## config.mk

```make
export PLATFORM = sky130hd
export DESIGN_NAME = adsr_envelope
export DESIGN_NICKNAME = d
export VERILOG_FILES = /design/src/rtl/adsr_envelope.sv
export SDC_FILE = /design/constraint.sdc
export NUM_CORES = 1
export LEC_CHECK = 0
export BUFFER_PORTS_ARGS = -buffer_cell sky130_fd_sc_hd__buf_2
export CAP_MARGIN = 20
export CORE_AREA = 2 2 93 95
export CTS_CLUSTER_SIZE = 24
export DETAILED_ROUTE_END_ITERATION = 8
export DIE_AREA = 0 0 95 97
export MAX_ROUTING_LAYER = met4
export PLACE_DENSITY = 0.86
export SYNTH_ARGS = -nofsm -noshare
export SYNTH_HDL_FRONTEND = slang
export SYNTH_SLANG_ARGS = --single-unit
```

## constraint.sdc

```tcl
create_clock -name clk_in -period 12.7 [get_ports clk_in]
set_input_delay 1.905 -clock clk_in [delete_from_list [all_inputs] [get_ports clk_in]]
set_output_delay 1.905 -clock clk_in [all_outputs]
set_load 0.01 [all_outputs]
```

## src/rtl/adsr_envelope.sv

```systemverilog
// ADSR amplitude envelope with a two-stage sample scaling pipeline.
// A gate-driven state machine steps an 8-bit envelope level once per tick.
// Each offset-binary sample is scaled about midpoint 128 by that level.
module adsr_envelope #(
  parameter int TICK_CYCLES   = 100_000,
  parameter int ATTACK_STEP   = 4,
  parameter int DECAY_STEP    = 1,
  parameter int SUSTAIN_LEVEL = 192,
  parameter int RELEASE_STEP  = 2
) (
  input  logic       clk_in,
  input  logic       rst_in,
  input  logic       gate_in,
  input  logic [7:0] sample_in,
  output logic [7:0] dc_out,
  output logic [7:0] env_out,
  output logic [2:0] state_out,
  output logic       active_out
);

  typedef enum logic [2:0] {
    IDLE    = 3'd0,
    ATTACK  = 3'd1,
    DECAY   = 3'd2,
    SUSTAIN = 3'd3,
    RELEASE = 3'd4
  } state_t;

  localparam int CW = (TICK_CYCLES > 1) ? $clog2(TICK_CYCLES) : 1;
  localparam logic [CW-1:0]     TICK_LAST     = CW'(TICK_CYCLES - 1);
  localparam logic [8:0]        ATTACK_STEP9  = 9'(ATTACK_STEP);
  localparam logic signed [9:0] DECAY_STEP10  = 10'(DECAY_STEP);
  localparam logic signed [9:0] SUSTAIN10     = 10'(SUSTAIN_LEVEL);
  localparam logic [7:0]        SUSTAIN8      = 8'(SUSTAIN_LEVEL);
  localparam logic [7:0]        RELEASE_STEP8 = 8'(RELEASE_STEP);

  logic [CW-1:0]      cnt_reg;
  logic               gate_q_reg;
  state_t             state_reg, state_next;
  logic [7:0]         env_reg, env_next;
  logic               active_reg;
  logic signed [16:0] p_reg;
  logic [7:0]         dc_reg;

  logic               tick;
  logic               rise;
  logic [8:0]         attack_sum;
  logic signed [9:0]  decay_diff;
  logic signed [16:0] d17, e17, p_next;

  assign tick = (cnt_reg == TICK_LAST);
  assign rise = gate_in & ~gate_q_reg;

  // Free-running tick divider, wraps after TICK_CYCLES-1.
  always_ff @(posedge clk_in) begin
    if (rst_in || tick) begin
      cnt_reg <= '0;
    end else begin
      cnt_reg <= cnt_reg + 1'b1;
    end
  end

  // Next state and level: rise beats gate-low, gate-low beats the tick step.
  always_comb begin
    state_next = state_reg;
    env_next   = env_reg;
    attack_sum = {1'b0, env_reg} + ATTACK_STEP9;
    decay_diff = $signed({2'b00, env_reg}) - DECAY_STEP10;
    if (rise) begin
      // Retrigger keeps the current level so a held-over note does not click.
      state_next = ATTACK;
    end else if (!gate_in && (state_reg == ATTACK || state_reg == DECAY ||
                              state_reg == SUSTAIN)) begin
      state_next = RELEASE;
    end else if (tick) begin
      case (state_reg)
        IDLE: env_next = 8'd0;
        ATTACK: begin
          if (attack_sum >= 9'd255) begin
            env_next   = 8'd255;
            state_next = DECAY;
          end else begin
            env_next = attack_sum[7:0];
          end
        end
        DECAY: begin
          if (decay_diff <= SUSTAIN10) begin
            env_next   = SUSTAIN8;
            state_next = SUSTAIN;
          end else begin
            env_next = decay_diff[7:0];
          end
        end
        SUSTAIN: env_next = env_reg;
        RELEASE: begin
          if (env_reg <= RELEASE_STEP8) begin
            env_next   = 8'd0;
            state_next = IDLE;
          end else begin
            env_next = env_reg - RELEASE_STEP8;
          end
        end
        default: begin
          env_next   = 8'd0;
          state_next = IDLE;
        end
      endcase
    end
  end

  // Envelope state, level, activity flag and gate history.
  always_ff @(posedge clk_in) begin
    if (rst_in) begin
      state_reg  <= IDLE;
      env_reg    <= 8'd0;
      active_reg <= 1'b0;
      gate_q_reg <= 1'b0;
    end else begin
      state_reg  <= state_next;
      env_reg    <= env_next;
      active_reg <= (state_next != IDLE);
      gate_q_reg <= gate_in;
    end
  end

  // Signed product of (sample-128) and the currently registered level.
  assign d17    = $signed({9'b0, sample_in}) - 17'sd128;
  assign e17    = $signed({9'b0, env_reg});
  assign p_next = d17 * e17;

  // Two-stage scaling: product, then floor(p/256) re-centred on 128.
  always_ff @(posedge clk_in) begin
    if (rst_in) begin
      p_reg  <= '0;
      dc_reg <= 8'd128;
    end else begin
      p_reg  <= p_next;
      dc_reg <= 8'((p_reg >>> 8) + 17'sd128);
    end
  end

  assign dc_out     = dc_reg;
  assign env_out    = env_reg;
  assign state_out  = state_reg;
  assign active_out = active_reg;

endmodule

```

* Yosys cells after proc, flatten, opt, wreduce, memory -nomap -nowiden
Cells that the tools add are included.
** Storage, ports and cells
- Register bits :: 54
- Output and inout port bits :: 20
** Operators by class
- Bitwise logic cells :: 5
- Add/sub/neg operators :: 6
- Magnitude comparators :: 3
- Mux-type cells :: 11
- Multiply operators :: 1
- Reduce and logical (&&, ||, !) cells :: 9
- Equal/unequal tests :: 5
** Operators by type and width (count)
- $pmux 8 s4 :: 1
- $mux 8 :: 3
- $mux 3 :: 6
- $add 17x1->17 const B :: 1
- $eq 17x17->1 const B :: 1
- $mul 9x9->16 :: 1
- $pmux 3 s4 :: 1
- $add 8x3->9 const B :: 1
- $ge 9x8->1 const B :: 1
- $le 9x9->1 const B :: 1
- $sub 8x1->9 const B :: 1
- $sub 8x8->9 const B :: 1
- $add 8x8->8 const B :: 1
- $le 8x2->1 const B :: 1
- $sub 8x2->8 const B :: 1
- $eq 3x2->1 const B :: 2
- $not 1->1 :: 4
- $reduce_and 4->1 :: 1
- $eq 3x1->1 const B :: 1
- $eq 3x3->1 const B :: 1
- $logic_not 3->1 :: 1
- $logic_or 1x1->1 :: 3
- $reduce_bool 3->1 :: 1
- $reduce_or 2->1 :: 1
- other kinds (3) :: 3

* Longest topological paths before layout
Gate-level depths: netlist of the first run.
- Depth after elaboration :: 8
- Depth in mapped cells :: 18
- Gate-level depth less buffers :: 16

* Worst setup path after synthesis of the first run
Ideal clock, no wire load.
- Path type :: input to register
- Start :: in sample_in[3]
- End :: reg p_reg[15]
- Slack :: 6.923 ns
- Stages on the path :: 16
- Arrival :: 5.708 ns
- Buffers on the path :: 0
- Setup time :: 0.069 ns
- Required time :: 12.631 ns
- Cell sequence :: and2_1 -> fa_1 -> inv_1 -> fa_1 -> inv_1 -> fa_1 -> inv_1 -> fa_1 -> inv_1 -> ha_1 -> nor4_1 -> o21ai_1 -> a41oi_2 -> o21ai_1 -> a2111o_1 -> o21ai_1
** Between the ends
- Word-level cells in the longest chain between the ends :: 2
** Ends and longest elaborated chain
- from (decl) :: RTL line 14 : input logic [7:0] sample_in,
- $sub 8x8->9 :: RTL line 127 : assign d17 = $signed({9'b0, sample_in}) - 17'sd128;
- $mul 9x9->16 :: RTL line 129 : assign p_next = d17 * e17;
- to (signal assigned) :: RTL line 137 : p_reg <= p_next;
- to (decl) :: RTL line 42 : logic signed [16:0] p_reg;
No other way between the ends.
A chain may end at the register's enable or synchronous reset.

* Worst setup path after layout of the first run
Ends and elaborated chain as after synthesis.

==> flow_summary.json, run 1 <==
{
  "ys.flop_type": "dfxtp_1",
  "final_common_cell": "inv_1",
  "slew_headroom_pct": 39.2,
  "synth_area_um2": 4840,
  "postRouteAntennaNets": 0,
  "final_cells": 688,
  "htree_levels": 2,
  "overflow": 0,
  "fp.dieW_um": 95,
  "io_pins": 31,
  "routabilityCongestion": 0.972,
  "ys_top_cells_by_area": "fa_1, dfxtp_1, ha_1",
  "core.rowCount": 33,
  "fmax_ghz": 0.169,
  "postCtsSetupRepairBufs": 0,
  "yosysUniqueCellTypes": 69,
  "final-hold-violation-count": 0,
  "syn_avg_cell_area_um2": 8.53,
  "largest_reg_flops": 17,
  "worstSetupStartpointType": "input pin",
  "drt_pass1_iterations": 4,
  "path_clk_slew_ns": 0.09,
  "ys_async_sr_fraction_pct": 0,
  "die_h_um": 97,
  "grt_first_pass_wirelength_um": 18300,
  "cts_made_buffers": 5,
  "clockRootBuffer": "clkbuf_8",
  "slew_violations": 0,
  "powerDensity_nw_per_um2": 49.9,
  "layout_min_cycle_time_ns": 5.91,
  "via_count": 3846,
  "synth-seq-cells": 46,
  "dieArea_um2": 9220,
  "p_leak_nw": 2.42,
  "crit_chain": "buf_2 -> and2_1 -> fa_1 -> inv_1 -> fa_1 -> inv_1 -> fa_1 -> inv_1 -> fa_1 -> inv_1 -> ha_1 -> nor4_1 -> o21ai_1 -> a41oi_2 -> o21ai_1 -> a2111o_1 -> o21ai_1",
  "dpl_cell_area_um2": 5020,
  "yosysWarnings": 0,
  "slowest_stage": "fa_1",
  "insertion_delay_ns": 0.30,
  "grt_antenna_before_repair": 0,
  "syn_inst": 567,
  "cp.arrival_ns": 6.15,
  "routed_wl_um": 10200,
  "vias_per_cell": 5.59,
  "multi_input_comb_area_um2": 3430,
  "drive_gt1_share_pct": 8.06,
  "place_inst": 680,
  "required_ns": 12.94,
  "synth_top_area_cell": "fa_1",
  "status": "complete, no violations",
  "portBuffers": 30,
  "drc": 0,
  "grt.total_usage_pct": 25.4,
  "maxCapViolations": 0,
  "grt_max_degree": 24,
  "clock_path_buffers": 2,
  "synthesis.nets": 667,
  "start_util_pct": 59.5,
  "tns_ns": 0,
  "nets": 682,
  "final_area_um2": 5110,
  "grt_pass1_vias": 4016,
  "finalSetupViolCount": 0,
  "ys_seq_area_share_pct": 19.0,
  "reg2reg_slack_ns": 7.69,
  "register_area_um2": 921,
  "irDropWorstVdd_mv": 0.0347,
  "hold_buffers": 0,
  "cts.sinks": 46,
  "cts_resized": 0,
  "hold_class": "reg -> reg",
  "worst-path-max-fanout": 8,
  "num-fill-cells": 683,
  "synth_edf_count": 0,
  "final_cell_mix": "inv_1, fa_1, dfxtp_1",
  "area_delta_synth_final_pct": 5.66,
  "cts_tree": "done",
  "p_total_w": 0.000255,
  "cp_slowest_stage_delay_ns": 0.53,
  "diodes": 0,
  "netlist.area_leader.share_pct": 21.1,
  "end_kind": "flop",
  "rsz0062_at_grt": "false",
  "critical_path_class": "in -> reg",
  "fin_worst_skew_ns": 0.00543,
  "route.detailed.wl_per_inst_um": 14.9,
  "final.period_utilization_pct": 46.5,
  "core_area_um2": 8130,
  "dp.final_hpwl_um": 7840,
  "worst-slew-pin-transition_ns": 0.910,
  "drtIter0Drc": 285
}
[path summary, 6_finish.rpt]
path | startpoint | endpoint | cells past startpoint
hold / removal | p_reg[15] | dc_out[7] | 1
setup / recovery | sample_in[3] | p_reg[15] | 17
setup reg to reg | env_out[0] | p_reg[15] | 15
hold reg to reg | p_reg[15] | dc_out[7] | 1
[power breakdown]
part	internal, W	leakage (nW)	switching, W
clock	0.0000394	0.0408	0.0000544
sequential	0.000146	0.372	0.00000180
combinational	0.00000454	2.01	0.00000928
[logic make-up (layout without fill, tap and decap cells)]
logic type	after synthesis	after routing	share of synthesized area (%)
flops	46	46	19.0
simple gates	194	194	21.7
buf+inv	125	141	10.1
xor+xnor	37	37	6.70
compound gates	72	72	10.6
fa+ha+maj	90	90	31.1
mux	3	3	0.724
[per-layer routing]
metal	up-vias	global-route usage [%]	share of wire (%)
met5	-	-	0
met1	1833	32.6	44
met3	23	3.82	5.2
met4	0	10.3	2.4
met2	141	40.1	49
li1	1849	-	-
[final cells by class]
type / count / share of cell area [%]
multi-input cells: 396 / 67.1
flip-flops and latches: 46 / 18.0
inverters: 103 / 7.56
repair buffers: 30 / 2.94
well taps: 105 / 2.57
clock buffers: 5 / 1.35
clock inverters: 3 / 0.465
[synth_stat cells, types with 2 or more instances]
master and instances:
nand2_1 42, o31a_1 2, nor2b_1 14, o2bb2ai_1 2, nand3_1 12, nor4bb_1 2, fa_1 51, nand4b_1 2
o211ai_1 3, nor3b_1 3, ha_1 38, dfxtp_1 46, or3_1 3, nor3_1 5, o311ai_1 2, o21a_1 2
o21ai_1 7, o21bai_1 2, a21oi_1 10, buf_2 5, and3_1 5, a21o_1 5, nand4_1 6, and2_1 35
xnor2_1 23, nor2_1 38, nand2b_1 10, clkbuf_1 15, xor2_1 14, and4_1 3, nor4_1 5, a21boi_1 2
inv_1 102, o21ai_0 9, a31oi_1 7, o2111ai_1 2
[through the flow]
step	hold WS, ns	util, %	setup slack, ns
after global placement	0.363	61.7	6.65
after CTS	0.411	62.8	6.85
after global routing	0.421	62.8	6.57
final	0.399	62.8	6.79
after floorplan	0.343	-	6.92
after detailed placement	0.388	61.7	6.57
[worst max-delay path, delay by kind of cell]
kind	cells	cell delay (ns)
fa+ha+maj	5	2.27
compound gates	5	1.18
simple gates	2	0.45
buf+inv	5	0.33
Power figures use the tool's default switching activity.
==> run 2, diff against run 1 <==
--- a/config.mk
+++ b/config.mk
@@ -7,12 +7,12 @@
 export LEC_CHECK = 0
 export BUFFER_PORTS_ARGS = -buffer_cell sky130_fd_sc_hd__buf_2
 export CAP_MARGIN = 20
-export CORE_AREA = 2 2 93 95
+export CORE_AREA = 2 2 96 98
 export CTS_CLUSTER_SIZE = 24
 export DETAILED_ROUTE_END_ITERATION = 8
-export DIE_AREA = 0 0 95 97
+export DIE_AREA = 0 0 98 100
 export MAX_ROUTING_LAYER = met4
-export PLACE_DENSITY = 0.86
+export PLACE_DENSITY = 0.85
 export SYNTH_ARGS = -nofsm -noshare
 export SYNTH_HDL_FRONTEND = slang
 export SYNTH_SLANG_ARGS = --single-unit
==> constraint.sdc (replaced) <==
create_clock -name clk_in -period 5.1 [get_ports clk_in]
set_input_delay 0.765 -clock clk_in [delete_from_list [all_inputs] [get_ports clk_in]]
set_output_delay 0.765 -clock clk_in [all_outputs]
set_load 0.01 [all_outputs]
==> flow_summary.json, run 2 (synthesis gave the netlist of run 1 again) <==
{
  "status": "complete, no violations",
  "required_ns": 5.34,
  "fmax_ghz": 0.213,
  "grt.total_usage_pct": 23.7,
  "drtIter0Drc": 159,
  "hold_buffers": 0,
  "postCtsSetupRepairBufs": 0,
  "register_area_um2": 921,
  "slew_headroom_pct": 55.2,
  "via_count": 3929,
  "route.detailed.wl_per_inst_um": 15.3,
  "path_clk_slew_ns": 0.09,
  "dieArea_um2": 9800,
  "insertion_delay_ns": 0.30,
  "routabilityCongestion": 0.942,
  "postRouteAntennaNets": 0,
  "end_kind": "flop",
  "start_util_pct": 54.4,
  "irDropWorstVdd_mv": 0.0859,
  "r2r-start": "env_out[5]",
  "critical_path_class": "in -> reg",
  "finalSetupViolCount": 0,
  "rsz0062_at_grt": "false",
  "drt_pass1_iterations": 4,
  "cts_made_buffers": 5,
  "holdPathEnd": "dc_out[7]",
  "cp_slowest_stage_delay_ns": 0.53,
  "htree_levels": 2,
  "grt_max_degree": 24,
  "core.rowCount": 35,
  "layout_min_cycle_time_ns": 4.68,
  "grt_antenna_before_repair": 0,
  "final-hold-violation-count": 0,
  "cp.arrival_ns": 4.93,
  "maxCapViolations": 0,
  "drive_gt1_share_pct": 9.46,
  "slew_violations": 0,
  "portBuffers": 30,
  "overflow": 0,
  "final.period_utilization_pct": 91.8,
  "worst-path-max-fanout": 8,
  "num-fill-cells": 825,
  "largest_reg_flops": 17,
  "io_pins": 31,
  "clockRootBuffer": "clkbuf_8",
  "fin_worst_skew_ns": 0.00565,
  "cts_resized": 0,
  "reg2reg_slack_ns": 0.56,
  "worstRegToRegCells": 16,
  "grt_pass1_vias": 4104,
  "dp.final_hpwl_um": 8620,
  "nets": 691,
  "cts.sinks": 46,
  "cts_tree": "done",
  "p_leak_nw": 2.47,
  "powerDensity_nw_per_um2": 122,
  "crit_chain": "buf_2 -> and2_1 -> fa_1 -> inv_1 -> fa_1 -> inv_1 -> fa_1 -> inv_1 -> fa_1 -> inv_1 -> ha_1 -> nor4_1 -> o21ai_1 -> a41oi_2 -> o21ai_1 -> a2111o_1 -> o21ai_1",
  "fin_ws_ns": 0.416,
  "hold_class": "reg -> reg",
  "worstSetupStartpointType": "input pin",
  "core_area_um2": 8890,
  "holdPathStages": 1,
  "tns_ns": 0,
  "pre_cts_ws_ns": 0.144,
  "timing.hold.worst.start": "p_reg[15]",
  "routed_wl_um": 10700,
  "cp_top_family": "adder cells",
  "area_delta_synth_final_pct": 7.22,
  "drc": 0,
  "slowest_stage": "fa_1",
  "fp.dieW_um": 98,
  "crit_buf_inv": 5,
  "diodes": 0,
  "multi_input_comb_area_um2": 3430,
  "die_h_um": 100,
  "clock_path_buffers": 2,
  "worst-slew-pin-transition_ns": 0.666,
  "worstReg2RegEnd": "p_reg[15]",
  "vias_per_cell": 5.59,
  "final_cell_mix": "inv_1, fa_1, dfxtp_1",
  "grt_first_pass_wirelength_um": 18400,
  "final_common_cell": "inv_1"
}
## run 2: cell count changes in the layout (fill, tap and decap cells not counted), sizes merged
| cell | delta |
|---|---|
| buf | +9 |
## run 2: cell type report
class | instances | share of cell area, %
inverter | 103 | 7.45
sequential | 46 | 17.8
clock buffer | 5 | 1.33
tap | 111 | 2.68
clock inverter | 3 | 0.458
timing repair buffer | 39 | 4.20
multi-input combinational | 396 | 66.1
## run 2: power breakdown
| part | total, W | switching [W] | internal, W |
|---|---|---|---|
| clock | 0.000230 | 0.000131 | 0.0000981 |
| sequential | 0.000367 | 0.00000445 | 0.000363 |
| combinational | 0.0000342 | 0.0000228 | 0.0000114 |
## run 2: stage by stage
step	util, %	cells	cell area [um^2]	total power, W	hold WS, ns
CTS	58.3	703	5190	0.000633	0.388
global placement	57.3	695	5090	0.000407	0.362
global route	58.3	703	5190	0.000654	0.395
floorplan	-	567	4840	0.000394	0.343
finish	58.3	703	5190	0.000631	0.382
detailed placement	57.3	695	5090	0.000409	0.366
## run 2: worst max-delay path by stage
stage,from,end,slack [ns],depth (start not counted)
global placement,sample_in[3],p_reg[15],0.27,17
CTS,sample_in[3],p_reg[15],0.46,17
finish,sample_in[3],p_reg[15],0.42,17
floorplan,sample_in[3],p_reg[15],0.46,16
detailed placement,sample_in[3],p_reg[15],0.14,17
global route,sample_in[3],p_reg[15],0.21,17
## run 2: layer usage
| metal | part of all wire, % | GRT usage, % | vias to the layer above |
|---|---|---|---|
| met5 | 0 | - | - |
| met4 | 2.9 | 10.5 | 0 |
| met3 | 5.2 | 3.62 | 31 |
| met2 | 52 | 41.6 | 123 |
| met1 | 40 | 27.0 | 1911 |
| li1 | - | - | 1864 |
